## config.mk

```make
export PLATFORM = sky130hd
export DESIGN_NAME = sram_like_arbiter_flat
export DESIGN_NICKNAME = d
export VERILOG_FILES = /design/src/rtl/sram_like_arbiter_if.sv /design/src/rtl/sram_like_arbiter.sv /design/src/flat_wrapper.sv
export SDC_FILE = /design/constraint.sdc
export NUM_CORES = 1
export LEC_CHECK = 0
export CORE_AREA = 4 4 125 127
export DETAILED_ROUTE_END_ITERATION = 8
export DIE_AREA = 0 0 129 131
export PLACE_DENSITY = 0.72
export SLEW_MARGIN = 5
export SYNTH_ARGS = -nofsm -noshare
export SYNTH_HDL_FRONTEND = slang
export SYNTH_SLANG_ARGS = --single-unit
```

## constraint.sdc

```tcl
create_clock -name clk -period 5.45 [get_ports clk]
set_clock_uncertainty 0.15 [all_clocks]
set_input_delay 0.545 -clock clk [delete_from_list [all_inputs] [get_ports clk]]
set_output_delay 0.545 -clock clk [all_outputs]
set_load 0.05 [all_outputs]
```

## src/rtl/sram_like_arbiter_if.sv

```systemverilog
// Bus bundle for the sram-like arbiter: NUM_CH upstream channels packed into
// flat vectors plus one downstream sram-like port. The slave modport is the
// arbiter's view; the master modport is the surrounding system's view.
interface sram_like_arbiter_if #(
  parameter int NUM_CH = 2
);
  // upstream (core side) channels
  logic [NUM_CH-1:0]    m_req;
  logic [NUM_CH-1:0]    m_wr;
  logic [2*NUM_CH-1:0]  m_size;
  logic [4*NUM_CH-1:0]  m_wstrb;
  logic [32*NUM_CH-1:0] m_addr;
  logic [32*NUM_CH-1:0] m_wdata;
  logic [NUM_CH-1:0]    m_addr_ok;
  logic [NUM_CH-1:0]    m_data_ok;
  logic [32*NUM_CH-1:0] m_rdata;

  // downstream (bridge/memory side) port
  logic        s_req;
  logic        s_wr;
  logic [1:0]  s_size;
  logic [3:0]  s_wstrb;
  logic [31:0] s_addr;
  logic [31:0] s_wdata;
  logic        s_addr_ok;
  logic        s_data_ok;
  logic [31:0] s_rdata;

  modport slave (
    input  m_req, m_wr, m_size, m_wstrb, m_addr, m_wdata,
    input  s_addr_ok, s_data_ok, s_rdata,
    output m_addr_ok, m_data_ok, m_rdata,
    output s_req, s_wr, s_size, s_wstrb, s_addr, s_wdata
  );

  modport master (
    output m_req, m_wr, m_size, m_wstrb, m_addr, m_wdata,
    output s_addr_ok, s_data_ok, s_rdata,
    input  m_addr_ok, m_data_ok, m_rdata,
    input  s_req, s_wr, s_size, s_wstrb, s_addr, s_wdata
  );
endinterface

```

## src/rtl/sram_like_arbiter.sv

```systemverilog
// Merges NUM_CH sram-like request channels onto one downstream port.
// Issued channel IDs are kept in an in-order FIFO so every downstream
// data_ok is steered back to the channel that made the request.
module sram_like_arbiter #(
  parameter int NUM_CH  = 2,
  parameter int DEPTH   = 4,
  parameter int RR_MODE = 0,
  localparam int CW     = $clog2(DEPTH + 1)
) (
  input  logic                clk,
  input  logic                resetn,
  sram_like_arbiter_if.slave  bus,
  output logic [CW-1:0]       outstanding,
  output logic                proto_err
);

  localparam int IDW = (NUM_CH > 1) ? $clog2(NUM_CH) : 1;
  localparam int PW  = $clog2(DEPTH);

  typedef enum logic {ST_OPEN, ST_LOCKED} lock_state_t;

  lock_state_t    state_q, state_d;
  logic [IDW-1:0] lock_id_q, lock_id_d;
  logic [IDW-1:0] rr_q, rr_d;
  logic [PW-1:0]  head_q, head_d, tail_q, tail_d;
  logic [CW-1:0]  count_q, count_d;
  logic           proto_err_q, proto_err_d;
  logic [IDW-1:0] fifo_q [DEPTH];

  logic [IDW-1:0] grant_id;
  logic           grant_vld;
  logic           full, s_req, hs, pop;
  logic [IDW-1:0] head_id;

  assign full    = (count_q == CW'(DEPTH));
  assign s_req   = grant_vld & ~full;
  assign hs      = s_req & bus.s_addr_ok;
  // a data_ok with nothing outstanding (even if a push lands this cycle) is an error, not a pop
  assign pop     = bus.s_data_ok & (count_q != '0);
  assign head_id = fifo_q[head_q];

  assign outstanding = count_q;
  assign proto_err   = proto_err_q;
  assign bus.s_req   = s_req;

  // grant selection: a pending (locked) request always keeps the grant
  always_comb begin
    grant_id  = '0;
    grant_vld = 1'b0;
    if (state_q == ST_LOCKED) begin
      grant_id  = lock_id_q;
      grant_vld = bus.m_req[lock_id_q];
    end else if (RR_MODE == 0) begin
      // ascending scan, last hit wins -> highest index has priority
      for (int i = 0; i < NUM_CH; i++) begin
        if (bus.m_req[i]) begin
          grant_id  = IDW'(i);
          grant_vld = 1'b1;
        end
      end
    end else begin
      // descending offset scan, last hit wins -> first requester at/after rr_q
      for (int k = NUM_CH - 1; k >= 0; k--) begin
        if (bus.m_req[(int'(rr_q) + k) % NUM_CH]) begin
          grant_id  = IDW'((int'(rr_q) + k) % NUM_CH);
          grant_vld = 1'b1;
        end
      end
    end
  end

  // downstream request fields follow the granted channel, zero otherwise
  always_comb begin
    bus.s_wr    = 1'b0;
    bus.s_size  = '0;
    bus.s_wstrb = '0;
    bus.s_addr  = '0;
    bus.s_wdata = '0;
    if (grant_vld) begin
      bus.s_wr    = bus.m_wr[grant_id];
      bus.s_size  = bus.m_size[2*int'(grant_id) +: 2];
      bus.s_wstrb = bus.m_wstrb[4*int'(grant_id) +: 4];
      bus.s_addr  = bus.m_addr[32*int'(grant_id) +: 32];
      bus.s_wdata = bus.m_wdata[32*int'(grant_id) +: 32];
    end
  end

  // per-channel handshake strobes; read data is broadcast, data_ok selects
  for (genvar gi = 0; gi < NUM_CH; gi++) begin : g_ch
    assign bus.m_addr_ok[gi]         = hs  & (grant_id == IDW'(gi));
    assign bus.m_data_ok[gi]         = pop & (head_id  == IDW'(gi));
    assign bus.m_rdata[32*gi +: 32]  = bus.s_rdata;
  end

  // lock FSM next state: hold the grant from first unaccepted request until handshake
  always_comb begin
    state_d   = state_q;
    lock_id_d = lock_id_q;
    case (state_q)
      ST_OPEN: begin
        if (s_req && !bus.s_addr_ok) begin
          state_d   = ST_LOCKED;
          lock_id_d = grant_id;
        end
      end
      ST_LOCKED: begin
        if (hs) state_d = ST_OPEN;
      end
      default: state_d = ST_OPEN;
    endcase
  end

  // FIFO pointers, occupancy, round-robin pointer and sticky error next state
  always_comb begin
    head_d      = head_q;
    tail_d      = tail_q;
    count_d     = count_q;
    rr_d        = rr_q;
    proto_err_d = proto_err_q;
    if (hs)  tail_d = tail_q + 1'b1;
    if (pop) head_d = head_q + 1'b1;
    case ({hs, pop})
      2'b10:   count_d = count_q + 1'b1;
      2'b01:   count_d = count_q - 1'b1;
      default: count_d = count_q;
    endcase
    if (bus.s_data_ok && (count_q == '0)) proto_err_d = 1'b1;
    if (hs && (RR_MODE != 0))
      rr_d = (grant_id == IDW'(NUM_CH - 1)) ? '0 : grant_id + 1'b1;
  end

  // control state registers with asynchronous reset
  always_ff @(posedge clk or negedge resetn) begin
    if (!resetn) begin
      state_q     <= ST_OPEN;
      lock_id_q   <= '0;
      rr_q        <= '0;
      head_q      <= '0;
      tail_q      <= '0;
      count_q     <= '0;
      proto_err_q <= 1'b0;
    end else begin
      state_q     <= state_d;
      lock_id_q   <= lock_id_d;
      rr_q        <= rr_d;
      head_q      <= head_d;
      tail_q      <= tail_d;
      count_q     <= count_d;
      proto_err_q <= proto_err_d;
    end
  end

  // ID storage needs no reset: entries are only read while counted valid
  always_ff @(posedge clk) begin
    if (hs) fifo_q[tail_q] <= grant_id;
  end

endmodule

```

## src/flat_wrapper.sv

```systemverilog
// flat-port wrapper written by rule: the top's interface ports become plain ports
module sram_like_arbiter_flat 
#(
  parameter int NUM_CH  = 2,
  parameter int DEPTH   = 4,
  parameter int RR_MODE = 0,
  localparam int CW     = $clog2(DEPTH + 1)
)
  (clk, resetn, outstanding, proto_err, bus_m_req, bus_m_wr, bus_m_size, bus_m_wstrb, bus_m_addr, bus_m_wdata, bus_s_addr_ok, bus_s_data_ok, bus_s_rdata, bus_m_addr_ok, bus_m_data_ok, bus_m_rdata, bus_s_req, bus_s_wr, bus_s_size, bus_s_wstrb, bus_s_addr, bus_s_wdata);
  sram_like_arbiter_if #(.NUM_CH(NUM_CH)) bus_i ();
  input  logic clk;
  input  logic resetn;
  output logic [CW-1:0] outstanding;
  output logic proto_err;
  input wire logic [$bits(bus_i.m_req)-1:0] bus_m_req;
  input wire logic [$bits(bus_i.m_wr)-1:0] bus_m_wr;
  input wire logic [$bits(bus_i.m_size)-1:0] bus_m_size;
  input wire logic [$bits(bus_i.m_wstrb)-1:0] bus_m_wstrb;
  input wire logic [$bits(bus_i.m_addr)-1:0] bus_m_addr;
  input wire logic [$bits(bus_i.m_wdata)-1:0] bus_m_wdata;
  input wire logic [$bits(bus_i.s_addr_ok)-1:0] bus_s_addr_ok;
  input wire logic [$bits(bus_i.s_data_ok)-1:0] bus_s_data_ok;
  input wire logic [$bits(bus_i.s_rdata)-1:0] bus_s_rdata;
  output wire logic [$bits(bus_i.m_addr_ok)-1:0] bus_m_addr_ok;
  output wire logic [$bits(bus_i.m_data_ok)-1:0] bus_m_data_ok;
  output wire logic [$bits(bus_i.m_rdata)-1:0] bus_m_rdata;
  output wire logic [$bits(bus_i.s_req)-1:0] bus_s_req;
  output wire logic [$bits(bus_i.s_wr)-1:0] bus_s_wr;
  output wire logic [$bits(bus_i.s_size)-1:0] bus_s_size;
  output wire logic [$bits(bus_i.s_wstrb)-1:0] bus_s_wstrb;
  output wire logic [$bits(bus_i.s_addr)-1:0] bus_s_addr;
  output wire logic [$bits(bus_i.s_wdata)-1:0] bus_s_wdata;
  assign bus_i.m_req = bus_m_req;
  assign bus_i.m_wr = bus_m_wr;
  assign bus_i.m_size = bus_m_size;
  assign bus_i.m_wstrb = bus_m_wstrb;
  assign bus_i.m_addr = bus_m_addr;
  assign bus_i.m_wdata = bus_m_wdata;
  assign bus_i.s_addr_ok = bus_s_addr_ok;
  assign bus_i.s_data_ok = bus_s_data_ok;
  assign bus_i.s_rdata = bus_s_rdata;
  assign bus_m_addr_ok = bus_i.m_addr_ok;
  assign bus_m_data_ok = bus_i.m_data_ok;
  assign bus_m_rdata = bus_i.m_rdata;
  assign bus_s_req = bus_i.s_req;
  assign bus_s_wr = bus_i.s_wr;
  assign bus_s_size = bus_i.s_size;
  assign bus_s_wstrb = bus_i.s_wstrb;
  assign bus_s_addr = bus_i.s_addr;
  assign bus_s_wdata = bus_i.s_wdata;
  sram_like_arbiter #(.NUM_CH(NUM_CH), .DEPTH(DEPTH), .RR_MODE(RR_MODE)) u_core (.clk(clk), .resetn(resetn), .bus(bus_i), .outstanding(outstanding), .proto_err(proto_err));
endmodule
```

==> results.md, run 1 <==
- Outcome: complete, no violations
- Die width: 129 um
- Area Overhead vs Synth: 68.1%
- Hold Crit Class: flip-flop to flip-flop
- TritonCTS Buffers: 3
- P per Cell Area: 568 nW/um^2
- DRC Markers: 0
- Max_cap viols: 0
- Most used cell, CP: clkdlybuf4s50_1
- Largest net degree at the start of global routing: 77
- Post-Syn Area: 2810 um^2
- Actual slew at the worst max-slew pin: 0.752 ns
- Antenna Diode Count: 0
- Maximum VDD drop: 0.355 mV
- Final period util: 71.0%
- Synthesis-stage register bit count: 14
- RSZ-0062 raised after global routing: no
- Initial antenna violation count: 0
- Vias in the first global route: 2,605
- Critical Path Source Type: input pin
- Max-slew violation count: 0
- Row count: 44
- Port bufs: 227
- Final Hold Fails: 0
- Avg Inst Size Synth: 7.76 um^2
- Synth cell types: 31
- Max incr delay on CP: 0.83 ns
- Layout cells sized above 1: 29.1%
- CP bufs+invs: 3
- Cell Chain, Critical Path: clkdlybuf4s50_1, mux2i_4, buf_4, nand2_1, a21oi_2, clkdlybuf4s50_1
- Critical path type: input pin to primary output
- Final worst slack: 1.58 ns
- Mapped Cells: 362
- RePlAce Congestion: 0.681
- Clock-pin slew on the worst setup and hold paths: 0.04 ns
- NumNets Final: 696
- H-Tree Depth: 1
- Vias per inst: 4.01
- Final wirelength: 9200 um
- Core area: 14,400 um^2
- TNS Setup: 0 ns
- Worst EP arrival: 3.17 ns
- Max transition margin: 49.9%
- Setup Buffers After CTS: 0
- Final setup viols: 0
- Post-CTS sizing: 0
- Antenna-violating nets left: 0
- TritonCTS clock tree: yes
- CTS Buffer Depth: 2
- Family with the most delay on the worst path: buffers and inverters
- Global-route wire length before repair: 13,400 um
- Gr usage total: 9.62%
- Clk sinks: 14
- Post-route cell area: 4720 um^2
- DRT iter0 DRCs: 52
- Total power draw: 2690 uW
- Die area: 16,900 um^2
- Achievable Freq: 0.259 GHz
- Total congestion overflow: 0
- Hold-fix buffers at CTS: 0
- Pre-CTS WS: 1.57 ns
- Final Util: 32.8%
- Die Span Y: 131 um
- Drt pass-1 iters: 4
- Initial cell density of the core: 19.5%
- Placed instance area: 4640 um^2
- Lkg Pwr: 0.00172 uW
- Seq/Total Area, Yosys: 13.2%
- CP required: 4.76 ns
- Boundary Pins: 324
- Via count: 2,777
- Root Buffer: clkbuf_16
- Clock latency on the worst-skew pair: 0.24 ns
- Min cycle time layout: 3.87 ns
- Wirelength per Cell: 13.3 um
- Yosys warnings: 0
- CP Capture Type: primary output
- Post-Synthesis Net Count: 548
- Detailed placer's ending HPWL: 7340 um
- CP max stage cell: clkdlybuf4s50_1
- Worst Path Max Fanout: 72
==> final cells by class <==
| type | count | area [um^2] |
|---|---|---|
| fill | 1551 | 9700 |
| tap | 184 | 230 |
| inverter | 9 | 41.3 |
| multi-input combinational | 253 | 1690 |
| clock buffer | 4 | 88.8 |
| timing repair buffer | 229 | 2300 |
| sequential | 14 | 370 |
==> cell usage after synthesis, drive strengths merged <==
cell type,n,area [um^2]
edfxtp,4,120
a21o,2,15.0
nor3,1,5.00
xnor2,3,26.3
mux4,1,22.5
nor3b,1,12.5
a211oi,1,20.0
and2,7,43.8
inv,9,41.3
a21oi,71,611
fa,1,20.0
nor2b,1,6.26
nand2,143,707
buf,85,708
o31a,1,8.76
dfrtp,10,250
mux2,1,11.3
o41ai,2,17.5
clkbuf,1,3.75
o31ai,1,7.51
nor2,3,11.3
o21ai,2,10.0
xor2,3,26.3
ha,5,62.6
mux2i,3,42.5
==> state kept, by name, summed over array words and instances (netlist names), named ones only <==
signal              count
u_core.fifo_q           4
u_core.lock_id_q        1
u_core.tail_q           2
u_core.proto_err        1
u_core.head_q           2
u_core.outstanding      3
==> logic make-up after synthesis <==
logic type,synth area share (%)
simple gates,28.0
mux,2.72
xor+xnor,1.87
flops,13.2
compound gates,24.5
buf+inv,26.8
fa+ha+maj,2.94
==> stage by stage <==
stage	hold WS (ns)	cells
6_report	0.319	693
5_1_grt	0.346	693
4_1_cts	0.334	693
3_5_place_dp	0.324	689
3_3_place_gp	0.288	689
2_1_floorplan	0.0994	362
==> where the power goes <==
| group | internal (uW) | leakage (uW) | switching [uW] |
|---|---|---|---|
| clock | 111 | 0.0000442 | 39.7 |
| sequential | 159 | 0.000151 | 54.4 |
| combinational | 783 | 0.00152 | 1540 |
==> layout by cell type (no fill, tap or decap) <==
| cell | netlist | final |
|---|---|---|
| a211oi_4 | 1 | 1 |
| a21o_1 | 2 | 1 |
| a21o_4 | 0 | 1 |
| a21oi_1 | 3 | 3 |
| a21oi_2 | 68 | 68 |
| and2_1 | 7 | 7 |
| buf_12 | 7 | 1 |
| buf_4 | 71 | 1 |
| clkbuf_16 | 0 | 3 |
| clkbuf_8 | 0 | 1 |
| clkdlybuf4s50_1 | 0 | 227 |
| dfrtp_1 | 10 | 10 |
| edfxtp_1 | 4 | 4 |
| fa_1 | 1 | 1 |
| ha_1 | 5 | 5 |
| inv_1 | 8 | 8 |
| inv_8 | 1 | 1 |
| mux2_1 | 1 | 1 |
| mux2i_1 | 2 | 2 |
| mux2i_4 | 1 | 1 |
| mux4_2 | 1 | 1 |
| nand2_1 | 75 | 75 |
| nand2_2 | 68 | 68 |
| nor2_1 | 3 | 3 |
| nor2b_1 | 1 | 1 |
| nor3_1 | 1 | 1 |
| nor3b_2 | 1 | 1 |
| o21ai_0 | 2 | 2 |
| o31a_1 | 1 | 1 |
| o31ai_1 | 1 | 1 |
| o41ai_1 | 2 | 2 |
| xnor2_1 | 3 | 3 |
| xor2_1 | 3 | 3 |
==> routing by layer <==
layer  vias to the layer above  wire length (um)  GRT usage, %
met2                       151              4340          15.6
met1                      1219              3510          11.6
met5                         -                 0             0
met4                         0               176          2.78
met3                        19              1170          4.19
li1                       1388                 -             -
==> worst paths after layout <==
path | startpoint | endpoint | slack, ns | depth (start not counted)
max | bus_m_req[1] | bus_s_addr[4] | 1.58 | 6
min | u_core.proto_err | u_core.proto_err | 0.32 | 1
max reg2reg | u_core.outstanding[0] | u_core.outstanding[2] | 2.99 | 9
min reg2reg | u_core.proto_err | u_core.proto_err | 0.32 | 1
max in group asynchronous | resetn | u_core.lock_id_q | 4.33 | 1
min in group asynchronous | resetn | u_core.outstanding[1] | 0.49 | 1
(Power assumes the default switching activity.)
==> inputs of run 2 (changes only) <==
Clock period 5.45 ns to 3.6 ns, I/O delays scaled along.
==> run 2 against run 1 <==
- largest cell class unchanged
- cell area fell by 2.8%
- wire length fell by 1.7%
- first-iteration DRC count is 85% higher
- sequential power up 52%
- register-to-register slack worse by 1.9 ns
- critical path type unchanged
- sequential cell count is the same
- core utilization fell by 0.90 points
- worst hold slack lost 0.032 ns
- via count increased by 1.6%
- cell count grew 0.72%
- clock power is 52% higher
- total power grew 49%
==> results.md, run 2 (synthesized netlist as in run 1, its figures left out) <==
- Die width: 129 um (unchanged)
- RSZ-0062 raised after global routing: no (unchanged)
- NumNets Final: 701 (was 696)
- Max transition margin: 64.8% (was 49.9%)
- Initial antenna violation count: 0 (unchanged)
- Critical Path Source Type: input pin (unchanged)
- Detailed placer's ending HPWL: 7380 um (was 7340 um)
- Post-CTS sizing: 0 (unchanged)
- CP max stage cell: clkdlybuf4s50_1 (unchanged)
- Largest Register: u_core.fifo_q (unchanged)
- Largest net degree at the start of global routing: 72 (was 77)
- Row count: 44 (unchanged)
- Cell Chain, Critical Path: clkdlybuf4s50_1, mux2i_1, a211oi_4, and2_1, clkdlybuf4s50_1 (was clkdlybuf4s50_1, mux2i_4, buf_4, nand2_1, a21oi_2, clkdlybuf4s50_1)
- Area Overhead vs Synth: 63.5% (was 68.1%)
- Port bufs: 227 (unchanged)
- Final setup viols: 0 (unchanged)
- Outcome: complete, no violations (unchanged)
- Final period util: 81.6%
- Clk sinks: 14 (unchanged)
- Hold Crit Class: input pin to async pin (was flip-flop to flip-flop)
- Layout cells sized above 1: 43.8% (was 29.1%)
- RePlAce Congestion: 0.704 (was 0.681)
- TNS Setup: 0 ns (unchanged)
- Min cycle time layout: 2.94 ns
- Maximum VDD drop: 0.440 mV (was 0.355 mV)
- CP Capture Type: primary output (unchanged)
- Global-route wire length before repair: 12,900 um (was 13,400 um)
- Critical path type: input pin to primary output (unchanged)
- Max reg flops: 4 (unchanged)
- Max-slew violation count: 0 (unchanged)
- Clock-pin slew on the worst setup and hold paths: 0.05 ns (was 0.04 ns)
- Die Span Y: 131 um (unchanged)
- Max_cap viols: 0 (unchanged)
- Initial cell density of the core: 19.5% (unchanged)
- CP required: 3.09 ns (was 4.76 ns)
- Final wirelength: 9050 um (was 9200 um)
- Worst Path Max Fanout: 5 (was 72)
- Worst EP arrival: 2.43 ns (was 3.17 ns)
- Actual slew at the worst max-slew pin: 0.528 ns (was 0.752 ns)
- Commonest non-fill, non-tap cell in the layout: clkdlybuf4s50_1 (unchanged)
- Total congestion overflow: 0 (unchanged)
- Inst Count DP: 694 (was 689)
- Final Hold Fails: 0 (unchanged)
- DRT iter0 DRCs: 96 (was 52)
- Die area: 16,900 um^2 (unchanged)
- Clock latency on the worst-skew pair: 0.24 ns (about the same)
- H-Tree Depth: 1 (unchanged)
- DRC Markers: 0 (unchanged)
- Wirelength per Cell: 13.0 um (was 13.3 um)
- Filler instances: 1,553 (was 1,551)
- Setup Buffers After CTS: 0 (unchanged)
- Hold-fix buffers at CTS: 0 (unchanged)
- Most used cell, CP: clkdlybuf4s50_1 (unchanged)
- TritonCTS clock tree: yes (unchanged)
- Antenna Diode Count: 0 (unchanged)
- CTS Buffer Depth: 2 (unchanged)
- Lkg Pwr: 0.00186 uW (was 0.00172 uW)
- Root Buffer: clkbuf_16 (unchanged)
- Antenna-violating nets left: 0 (unchanged)
- Vias in the first global route: 2,604 (was 2,605)
- Final non-filler cell total: 698 (was 693)
- Core area: 14,400 um^2 (unchanged)
- Achievable Freq: 0.340 GHz
- TritonCTS Buffers: 3 (unchanged)
- P per Cell Area: 873 nW/um^2 (was 568 nW/um^2)
- Gr usage total: 9.26% (was 9.62%)
- Drt pass-1 iters: 4 (unchanged)
- Vias per inst: 4.04 (was 4.01)
- Max incr delay on CP: 0.81 ns (was 0.83 ns)
- Via count: 2,821 (was 2,777)
- Commonest cells after routing, fill and taps aside: 155 x clkdlybuf4s50_1, 77 x buf_4, 75 x nand2_1 (was 227 x clkdlybuf4s50_1, 75 x nand2_1, 68 x nand2_2, 68 x a21oi_2, 10 x dfrtp_1)
- Boundary Pins: 324 (unchanged)
run 2: area by class of cell:
| class | count | area (um^2) | area share [%] |
|---|---|---|---|
| Tap cell | 184 | 230 | 5.01 |
| Multi-Input combinational cell | 253 | 1690 | 36.9 |
| Timing Repair Buffer | 234 | 2170 | 47.2 |
| Sequential cell | 14 | 370 | 8.06 |
| Inverter | 9 | 41.3 | 0.899 |
| Clock buffer | 4 | 88.8 | 1.93 |
run 2: worst max-delay path: cells and delay by family:
| family | cells | cell delay (ns) |
|---|---|---|
| compound gates | 1 | 0.31 |
| buf+inv | 2 | 1.38 |
| mux | 1 | 0.20 |
| simple gates | 1 | 0.16 |
run 2: layer usage:
layer	wire, um	track usage [%]
met5	0	0
met2	4370	15.4
met1	3390	10.9
met3	1090	3.86
met4	195	2.84
run 2: path summary, 6_finish.rpt:
path,startpoint,endpoint,slack [ns],cells past startpoint
min in group clk,u_core.proto_err,u_core.proto_err,0.31,1
min reg2reg,u_core.proto_err,u_core.proto_err,0.31,1
max reg2reg,u_core.outstanding[0],u_core.outstanding[2],1.11,10
min,resetn,u_core.proto_err,0.29,1
max,bus_m_req[1],bus_m_addr_ok[0],0.66,5
max in group asynchronous,resetn,u_core.tail_q[1],2.70,1
run 2: through the flow:
| step | instance area, um^2 | worst slack, ns | total power (uW) | hold slack [ns] | utilization (%) |
|---|---|---|---|---|---|
| 3_3_place_gp | 4510 | 0.670 | 3810 | 0.290 | 31.2 |
| 4_1_cts | 4590 | 0.658 | 4070 | 0.301 | 31.9 |
| 2_1_floorplan | 2810 | 1.12 | 3180 | -0.0856 | - |
| 3_5_place_dp | 4510 | 0.668 | 3830 | 0.301 | 31.2 |
| 5_1_grt | 4590 | 0.585 | 4260 | 0.313 | 31.9 |
| 6_report | 4590 | 0.663 | 4010 | 0.287 | 31.9 |
run 2: where the power goes:
part | internal, uW | switching (uW)
Combinational | 1110 | 2340
Sequential | 240 | 82.3
Clock | 168 | 60.8
Total | 1520 | 2490
